--- config.mk ---
export PLATFORM = sky130hd
export DESIGN_NAME = correlator_bank_flat
export DESIGN_NICKNAME = d
export VERILOG_FILES = /design/src/rtl/correlator_bank_if.sv /design/src/rtl/correlator_bank.sv /design/src/flat_wrapper.sv
export SDC_FILE = /design/constraint.sdc
export NUM_CORES = 2
export LEC_CHECK = 0
export BUFFER_PORTS_ARGS = -buffer_cell sky130_fd_sc_hd__clkbuf_2
export CAP_MARGIN = 20
export CORE_UTILIZATION = 31
export DETAILED_ROUTE_END_ITERATION = 8
export PLACE_DENSITY = 0.44
export SYNTH_ARGS = -nofsm -noshare
export SYNTH_HDL_FRONTEND = slang
export SYNTH_SLANG_ARGS = --single-unit
--- constraint.sdc ---
create_clock -name clk -period 8.45 [get_ports clk]
set_input_delay 0 -clock clk [delete_from_list [all_inputs] [get_ports clk]]
set_output_delay 0 -clock clk [all_outputs]
set_load 0.02 [all_outputs]
--- src/rtl/correlator_bank_if.sv ---
// Result port of the correlator bank: winning channel, its signed
// accumulator and the detection flag, offered with a valid/ready handshake.
interface correlator_bank_if #(
  parameter int CH_W  = 3,
  parameter int ACC_W = 16
) ();
  logic                    result_valid;
  logic                    result_ready;
  logic [CH_W-1:0]         best_ch;
  logic signed [ACC_W-1:0] best_acc;
  logic                    detect;

  modport master (output result_valid, best_ch, best_acc, detect, input result_ready);
  modport slave  (input result_valid, best_ch, best_acc, detect, output result_ready);
endinterface

--- src/rtl/correlator_bank.sv ---
// Multi-channel 1-bit correlator: phase-shifted square-wave codes are correlated
// against sig over a window, then the channel with the largest |acc| is reported.
module correlator_bank #(
  parameter int CHANNELS = 8,
  parameter int ACC_W    = 16,
  parameter int PERIOD_W = 20,
  parameter int WINDOW_W = 16
) (
  input  logic                clk,
  input  logic                rst,
  input  logic                sig,
  input  logic [PERIOD_W-1:0] half_period,
  input  logic [PERIOD_W-1:0] phase_step,
  input  logic [WINDOW_W-1:0] window,
  input  logic [ACC_W-2:0]    threshold,
  input  logic                start,
  input  logic                abort,
  output logic                busy,
  correlator_bank_if.master   res
);
  localparam int CH_W  = (CHANNELS > 1) ? $clog2(CHANNELS) : 1;
  localparam int CNT_W = (WINDOW_W > CH_W + 1) ? WINDOW_W : CH_W + 1;
  localparam logic signed [ACC_W-1:0] ACC_MAX = {1'b0, {(ACC_W-1){1'b1}}};
  localparam logic signed [ACC_W-1:0] ACC_MIN = -ACC_MAX;
  localparam logic signed [ACC_W-1:0] ACC_ONE = ACC_W'(1);
  localparam logic [PERIOD_W:0]       CTR_ONE = (PERIOD_W+1)'(1);

  typedef enum logic [2:0] {IDLE, ARM, RUN, SEARCH, HOLD} state_t;
  state_t state, state_nxt;

  logic [CNT_W-1:0]        cnt;
  logic [CH_W-1:0]         idx;
  logic [PERIOD_W-1:0]     hp_q, step_q;
  logic [WINDOW_W-1:0]     win_q;
  logic [ACC_W-2:0]        thr_q;
  logic [PERIOD_W:0]       two_hp, phase, phase_nxt;
  logic [PERIOD_W+1:0]     phase_sum;
  logic [PERIOD_W:0]       ctr [CHANNELS];
  logic signed [ACC_W-1:0] acc [CHANNELS];
  logic [CH_W-1:0]         cand_ch, best_ch_q;
  logic signed [ACC_W-1:0] cand_acc, best_acc_q;
  logic                    detect_q, valid;
  logic                    last_arm, last_run, last_search;

  function automatic logic [ACC_W-1:0] magnitude(input logic signed [ACC_W-1:0] a);
    return a[ACC_W-1] ? -a : a;
  endfunction

  assign idx         = cnt[CH_W-1:0];
  assign last_arm    = (cnt == CNT_W'(CHANNELS - 1));
  assign last_run    = (cnt == CNT_W'(win_q) - CNT_W'(1));
  assign last_search = (cnt == CNT_W'(CHANNELS));
  assign two_hp      = {hp_q, 1'b0};
  assign phase_sum   = {1'b0, phase} + {2'b00, step_q};
  assign phase_nxt   = (phase_sum >= {1'b0, two_hp}) ? (PERIOD_W+1)'(phase_sum - {1'b0, two_hp})
                                                     : phase_sum[PERIOD_W:0];

  // NOTE: sequential state is written with <= so every flop samples pre-edge values.
  always_ff @(posedge clk or negedge rst) begin
    if (!rst) state <= IDLE;
    else      state <= state_nxt;
  end

  always_comb begin
    // NOTE: default assignment first, so no path leaves state_nxt unassigned (no latch).
    state_nxt = state;
    unique case (state)
      IDLE:    if (start && !abort)  state_nxt = ARM;
      ARM:     if (last_arm)         state_nxt = RUN;
      RUN:     if (last_run)         state_nxt = SEARCH;
      SEARCH:  if (last_search)      state_nxt = HOLD;
      HOLD:    if (res.result_ready) state_nxt = IDLE;
      default:                       state_nxt = IDLE;
    endcase
    if (state != IDLE && abort) state_nxt = IDLE;
  end

  always_comb begin
    busy  = (state != IDLE);
    valid = (state == HOLD);
  end

  // SEARCH runs one step past the last channel: that final edge publishes the winner.
  always_ff @(posedge clk or negedge rst) begin
    if (!rst) begin
      cnt        <= '0;
      hp_q       <= '0;
      step_q     <= '0;
      win_q      <= '0;
      thr_q      <= '0;
      phase      <= '0;
      cand_ch    <= '0;
      cand_acc   <= '0;
      best_ch_q  <= '0;
      best_acc_q <= '0;
      detect_q   <= 1'b0;
      // NOTE: ctr/acc are flop arrays, not RAM, so they take the async reset too.
      for (int i = 0; i < CHANNELS; i++) begin
        ctr[i] <= '0;
        acc[i] <= '0;
      end
    end else begin
      cnt <= (state_nxt != state) ? '0 : cnt + CNT_W'(1);
      case (state)
        IDLE: if (state_nxt == ARM) begin
          hp_q   <= (half_period == '0) ? PERIOD_W'(1) : half_period;
          step_q <= phase_step;
          win_q  <= (window == '0) ? WINDOW_W'(1) : window;
          thr_q  <= threshold;
          phase  <= '0;
          for (int i = 0; i < CHANNELS; i++) acc[i] <= '0;
        end
        ARM: begin
          ctr[idx] <= phase;
          phase    <= phase_nxt;
        end
        RUN: for (int i = 0; i < CHANNELS; i++) begin
          if (sig == (ctr[i] >= {1'b0, hp_q})) begin
            if (acc[i] != ACC_MAX) acc[i] <= acc[i] + ACC_ONE;
          end else begin
            if (acc[i] != ACC_MIN) acc[i] <= acc[i] - ACC_ONE;
          end
          ctr[i] <= (ctr[i] == two_hp - CTR_ONE) ? '0 : ctr[i] + CTR_ONE;
        end
        SEARCH: if (last_search) begin
          if (state_nxt == HOLD) begin
            best_ch_q  <= cand_ch;
            best_acc_q <= cand_acc;
            detect_q   <= (magnitude(cand_acc) >= {1'b0, thr_q});
          end
        end else if (cnt == '0 || magnitude(acc[idx]) > magnitude(cand_acc)) begin
          cand_ch  <= idx;
          cand_acc <= acc[idx];
        end
        default: ;
      endcase
    end
  end

  assign res.result_valid = valid;
  assign res.best_ch      = best_ch_q;
  assign res.best_acc     = best_acc_q;
  assign res.detect       = detect_q;
endmodule

--- src/flat_wrapper.sv ---
// flat-port wrapper written by rule: the top's interface ports become plain ports
module correlator_bank_flat 
#(
  parameter int CHANNELS = 8,
  parameter int ACC_W    = 16,
  parameter int PERIOD_W = 20,
  parameter int WINDOW_W = 16
)
  (clk, rst, sig, half_period, phase_step, window, threshold, start, abort, busy, res_result_valid, res_best_ch, res_best_acc, res_detect, res_result_ready);
  correlator_bank_if #(.CH_W(3), .ACC_W(ACC_W)) res_i ();
  input  logic clk;
  input  logic rst;
  input  logic sig;
  input  logic [PERIOD_W-1:0] half_period;
  input  logic [PERIOD_W-1:0] phase_step;
  input  logic [WINDOW_W-1:0] window;
  input  logic [ACC_W-2:0] threshold;
  input  logic start;
  input  logic abort;
  output logic busy;
  output wire logic [$bits(res_i.result_valid)-1:0] res_result_valid;
  output wire logic [$bits(res_i.best_ch)-1:0] res_best_ch;
  output wire logic [$bits(res_i.best_acc)-1:0] res_best_acc;
  output wire logic [$bits(res_i.detect)-1:0] res_detect;
  input wire logic [$bits(res_i.result_ready)-1:0] res_result_ready;
  assign res_result_valid = res_i.result_valid;
  assign res_best_ch = res_i.best_ch;
  assign res_best_acc = res_i.best_acc;
  assign res_detect = res_i.detect;
  assign res_i.result_ready = res_result_ready;
  correlator_bank #(.CHANNELS(CHANNELS), .ACC_W(ACC_W), .PERIOD_W(PERIOD_W), .WINDOW_W(WINDOW_W)) u_core (.clk(clk), .rst(rst), .sig(sig), .half_period(half_period), .phase_step(phase_step), .window(window), .threshold(threshold), .start(start), .abort(abort), .busy(busy), .res(res_i));
endmodule
Yosys cells after proc, flatten, opt, wreduce, memory -nomap -nowiden
Index checks and enable logic that the tools add are counted.
{"block": "classes", "n_addsub": 31, "mul": 0, "n_div": 0, "magnitude_cmp": 13, "n_eq_ne": 59, "shifts": 0, "n_mux": 56, "n_bitwise": 2, "n_reduce_logical": 25}
{"cell": "$mux 16", "count": 30}
{"cell": "$pmux 168 s2", "count": 1}
{"cell": "$ne 16x16->1 const B", "count": 16}
{"cell": "$pmux 128 s2", "count": 1}
{"cell": "$mux 21", "count": 11}
{"cell": "$add 21x1->21 const B", "count": 8}
{"cell": "$bwmux 168", "count": 1}
{"cell": "$eq 21x21->1", "count": 8}
{"cell": "$ge 21x20->1", "count": 8}
{"cell": "$add 16x2->16 const B", "count": 8}
{"cell": "$mux 128", "count": 1}
{"cell": "$sub 16x2->16 const B", "count": 8}
{"cell": "$demux 21 s3", "count": 1}
{"cell": "$bmux 16 s3", "count": 1}
{"cell": "$pmux 21 s2", "count": 1}
{"cell": "$logic_not 16->1", "count": 2}
{"cell": "$neg 16->16", "count": 2}
{"cell": "$reduce_and 4->1", "count": 8}
{"cell": "$ne 3x1->1 const B", "count": 8}
{"cell": "$ne 3x3->1 const B", "count": 8}
{"cell": "$add 21x20->22", "count": 1}
{"cell": "$ge 22x21->1", "count": 1}
{"cell": "$sub 21x1->21 const B", "count": 1}
{"cell": "$sub 21x21->21", "count": 1}
{"cell": "29 further kinds", "count": 50}
{"block": "totals", "regBits": 446, "latch_bits": 0, "ram_bits": 0, "mem_bits_ro": 0, "out_inout_bits": 22, "elab_cells": 214, "memories": 0}

Logic depth before layout (Yosys ltp)
{"block": "depth", "word_depth": 9, "mapped_depth": 24}

Least setup slack after synthesis
OpenSTA, ideal clock, no wires.
{"block": "synth_timing", "kind": "reg-to-reg", "startpoint": "register u_core.hp_q[11]", "endpoint": "register u_core.acc[15] in the netlist's numbering", "setup_time_ps": 77, "arrival_time_ps": 6152, "t_required_ps": 8373, "path_slack_ps": 2220, "path_stages_with_launch": 20, "path_buffers": 1, "period_less_slack_ps": 6230, "cell_sequence": "dfrtp_1 -> clkbuf_1 -> inv_1 -> ha_1 -> nand2_1 -> o21ai_0 -> a2111oi_0 -> a211oi_1 -> o211ai_1 -> nor4b_1 -> ha_1 -> a211oi_1 -> o21ai_0 -> a211oi_1 -> o311ai_0 -> a21o_1 -> a21oi_1 -> nor3_1 -> a211o_1 -> a21oi_1"}
{"block": "synth_between", "elab_chain_len": 4}
{"item": "start, declared", "line": "correlator_bank.sv:33", "rtl": "logic [PERIOD_W-1:0] hp_q, step_q;"}
{"item": "start signal, assigned", "line": "correlator_bank.sv:106", "rtl": "hp_q <= (half_period == '0) ? PERIOD_W'(1) : half_period;"}
{"item": "$ge 21x20->1 *", "line": "correlator_bank.sv:118", "rtl": "if (sig == (ctr[i] >= {1'b0, hp_q})) begin"}
{"item": "$eq 1x1->1 *", "line": "correlator_bank.sv:118"}
{"item": "$ne 3x3->1 (no source line), or another cell as far along"}
{"item": "$reduce_and 4->1 (no source line) / $pmux 128 s2 (equally long branches)"}
{"item": "end signal, assigned by index", "line": "correlator_bank.sv:100", "rtl": "acc[i] <= '0;"}
{"item": "end, declared", "line": "correlator_bank.sv:39", "rtl": "logic signed [ACC_W-1:0] acc [CHANNELS];"}
Every way passes the cells marked *; elsewhere a longest branch is shown, timed or not.
A chain may end at the register's enable or synchronous reset.

Worst setup path after layout
{"block": "layout_timing", "startpoint": "register u_core.hp_q[10]", "endpoint": "register u_core.acc[111] in the netlist's numbering"}
The elaborated chain is that of the path after synthesis.

==> flow_summary.json <==
{
  "status": "finished with violations",
  "violations": "design-rule violations",
  "power_frac_comb_pct": 63.5,
  "yosysUniqueCellTypes": 92,
  "hold_violations": 0,
  "clkTransAtPathRegs_ps": 70,
  "cp-end-kind": "register",
  "cellPowerDensity_mw_per_mm2": 424,
  "cts_root_buf": "clkbuf_16",
  "synthesis.instances": 4395,
  "placed_cells": 6019,
  "clock_path_buffers": 3,
  "vdd_drop_max_mv": 0.272,
  "routed_wl_mm": 150,
  "layout_common_cells": "nand2_1 (490), dfrtp_1 (443), o21ai_0 (363)",
  "drt_iter0_markers": 2643,
  "routed_via_density": 5.63,
  "io_pins": 99,
  "clk_latency_ps": 670,
  "synthesis.area_mm2": 0.0388,
  "max_slew_margin_pct": 19.4,
  "hpwl_mm": 106,
  "criticalPathCategory": "reg2reg",
  "critPathRequiredTime_ps": 9030,
  "place_ws_ps": 2480,
  "core_mm2": 0.124,
  "path_buf_inv": 4,
  "finalSetupViolCount": 0,
  "vias": 34888,
  "routed_wire_length_per_instance_um": 24.1,
  "start_kind": "register",
  "fin_tns_setup_ps": 0,
  "min_period_ps": 6040,
  "grt_pass1_wl_mm": 224,
  "async_reset_ff_share_pct": 100,
  "antenna_found_initial": 4,
  "slew_violations": 0,
  "gp_congestion": 0.911,
  "syn-num-nets": 4839,
  "crit_path_max_incr_delay_ps": 660,
  "netSwitchingFraction_pct": 49.5,
  "cap_viol_max_count": 0,
  "rows": 129,
  "layout_commonest_cell": "nand2_1",
  "cts_htree_levels": 2,
  "drive_gt1_share_pct": 9.79,
  "p_switching_mw": 9.32,
  "ant_nets": 0,
  "cp_top_family": "compound AO/OA/AOI/OAI gates",
  "yosys_warnings": 0,
  "avgSynthCellArea_um2": 8.84,
  "slowest_stage": "o41ai_1",
  "grt_pass1_vias": 33808,
  "leakagePower_nw": 19.3,
  "antenna_cells": 0,
  "io_buffers": 98,
  "ys_seq_area_share_pct": 28.7,
  "synth_edf_count": 0,
  "firstDrtPassIters": 7,
  "synth_top_flop_cell": "dfrtp_1",
  "remaining_drc_errors": 10,
  "path_max_fanout": 14,
  "path_cells": "inv_1, buf_4, ha_1, a21oi_1, o21ai_0, a2111oi_0, a211oi_1, o21ai_0, buf_4, xnor2_1, inv_1, ha_1, a21oi_1, o211ai_1, o41ai_1, o211ai_1, o211a_1, o41ai_1, xor2_1, nand3b_1, a31oi_1",
  "die-width_um": 356,
  "timing.fmax_ghz": 0.166,
  "start_util_pct": 31.3,
  "multi_input_area_mm2": 0.0264,
  "numCtsBuffers": 56,
  "n_fill_cell": 12771,
  "finalNonFillerCells": 6202,
  "die_area_mm2": 0.127,
  "p_int_mw": 9.50,
  "grtUsageTotal_pct": 23.3,
  "synth_seq_cells": 446,
  "setup_ws_ps": 2410,
  "power_frac_seq_pct": 22.1,
  "overflow": 0,
  "cts_tree": "done",
  "rsz0062_at_grt": "false",
  "fin_skew_ps": 39.0,
  "hold_path.class": "in2async",
  "areaGrowthSynthToFinish_pct": 14.2,
  "dieHeight_um": 356,
  "r2r_slack_ps": 2410,
  "cp_data_arrival_time_ps": 6620,
  "clock_power_share_pct": 14.4,
  "final_area_mm2": 0.0443,
  "clock_sinks": 446,
  "regArea_mm2": 0.0112,
  "worstMarginPinSlew_ps": 1210,
  "fin_nets": 4962,
  "grt_max_degree": 122,
  "post_dp_cell_area_mm2": 0.0415,
  "min_period_over_period_pct": 71.5,
  "hold_ws_ps": 32.0
}
==> state kept, by name, summed over array words and instances, names as in the netlist <==
name	count
u_core.ctr	168
u_core.acc	128
u_core.phase	21
u_core.hp_q	20
u_core.step_q	20
u_core.cand_acc	16
u_core.cnt	16
u_core.res.best_acc	16
u_core.win_q	16
u_core.thr_q	15
u_core.cand_ch	3
u_core.res.best_ch	3
u_core.state	3
u_core.res.detect	1
==> cell usage after synthesis, types with 33 or more instances <==
cell	instances	area share (%)
a21o_1	83	1.6
a21oi_1	178	2.3
a221o_1	125	3.2
and3_1	101	1.6
buf_1	34	0.33
clkbuf_1	147	1.4
dfrtp_1	446	29
ha_1	357	12
inv_1	172	1.7
mux2_2	40	1.2
mux2i_1	98	2.5
nand2_1	491	4.7
nand2b_1	33	0.53
nand3_1	176	2.3
nand4_1	97	1.6
nor2_1	191	1.8
nor2b_1	34	0.55
nor3_1	117	1.5
nor3b_1	90	1.7
nor4_1	102	1.6
o21ai_0	363	4.7
xnor2_1	186	4.2
xnor3_1	69	4.0
xor2_1	137	3.1
==> logic make-up after synthesis <==
kind of cell    share of synthesized area (%)
xor+xnor                                 11.3
simple gates                             21.3
mux                                      4.44
buf+inv                                  3.82
compound gates                           18.3
fa+ha+maj                                12.0
flops                                    28.7
==> per-stage QoR <==
stage,total power [mW],utilization [%]
after floorplan,12.2,-
after global placement,16.0,33.4
after detailed placement,16.0,33.5
after CTS,18.8,35.7
after global routing,20.3,35.8
final,18.8,35.8
==> power by group through the flow <==
| stage | combinational [mW] | sequential [mW] | clock [mW] |
|---|---|---|---|
| final | 11.9 | 4.16 | 2.72 |
| after global routing | 13.2 | 4.23 | 2.86 |
| after detailed placement | 11.8 | 4.15 | 0 |
| after CTS | 11.9 | 4.12 | 2.78 |
| after global placement | 11.8 | 4.18 | 0 |
| after floorplan | 8.82 | 3.35 | 0 |
==> worst paths after layout <==
kind	end	cells after the start	startpoint
max reg2reg	u_core.acc[111]	21	u_core.hp_q[10]
max	u_core.acc[111]	21	u_core.hp_q[10]
max in group asynchronous	u_core.cnt[1]	3	rst
min	u_core.ctr[129]	2	rst
min in group clk	u_core.step_q[12]	4	phase_step[12]
min reg2reg	u_core.step_q[11]	2	u_core.step_q[11]
==> per-layer routing <==
layer  GRT usage, %  vias up  share of wire (%)
met5              0        -             0.0080
met4           7.01        2                3.2
met1           32.1    17283                 46
met2           38.2      743                 46
li1               -    16654                  -
met3           2.31      206                3.9
==> what timing repair did <==
item	CTS	global route
hold endpoints to repair	163	0
setup endpoints to repair	0	0
resized for setup	0	0
buffers inserted	0	0
hold buffers	75	0
==> cell type report <==
type | count | share of cell area (%)
Multi-Input combinational cell | 3569 | 59.5
Tap cell | 1637 | 4.62
Clock buffer | 81 | 3.80
Sequential cell | 446 | 25.2
Inverter | 174 | 1.47
Clock inverter | 24 | 0.804
Timing Repair Buffer | 271 | 4.65
Power figures use the tool's default switching activity.
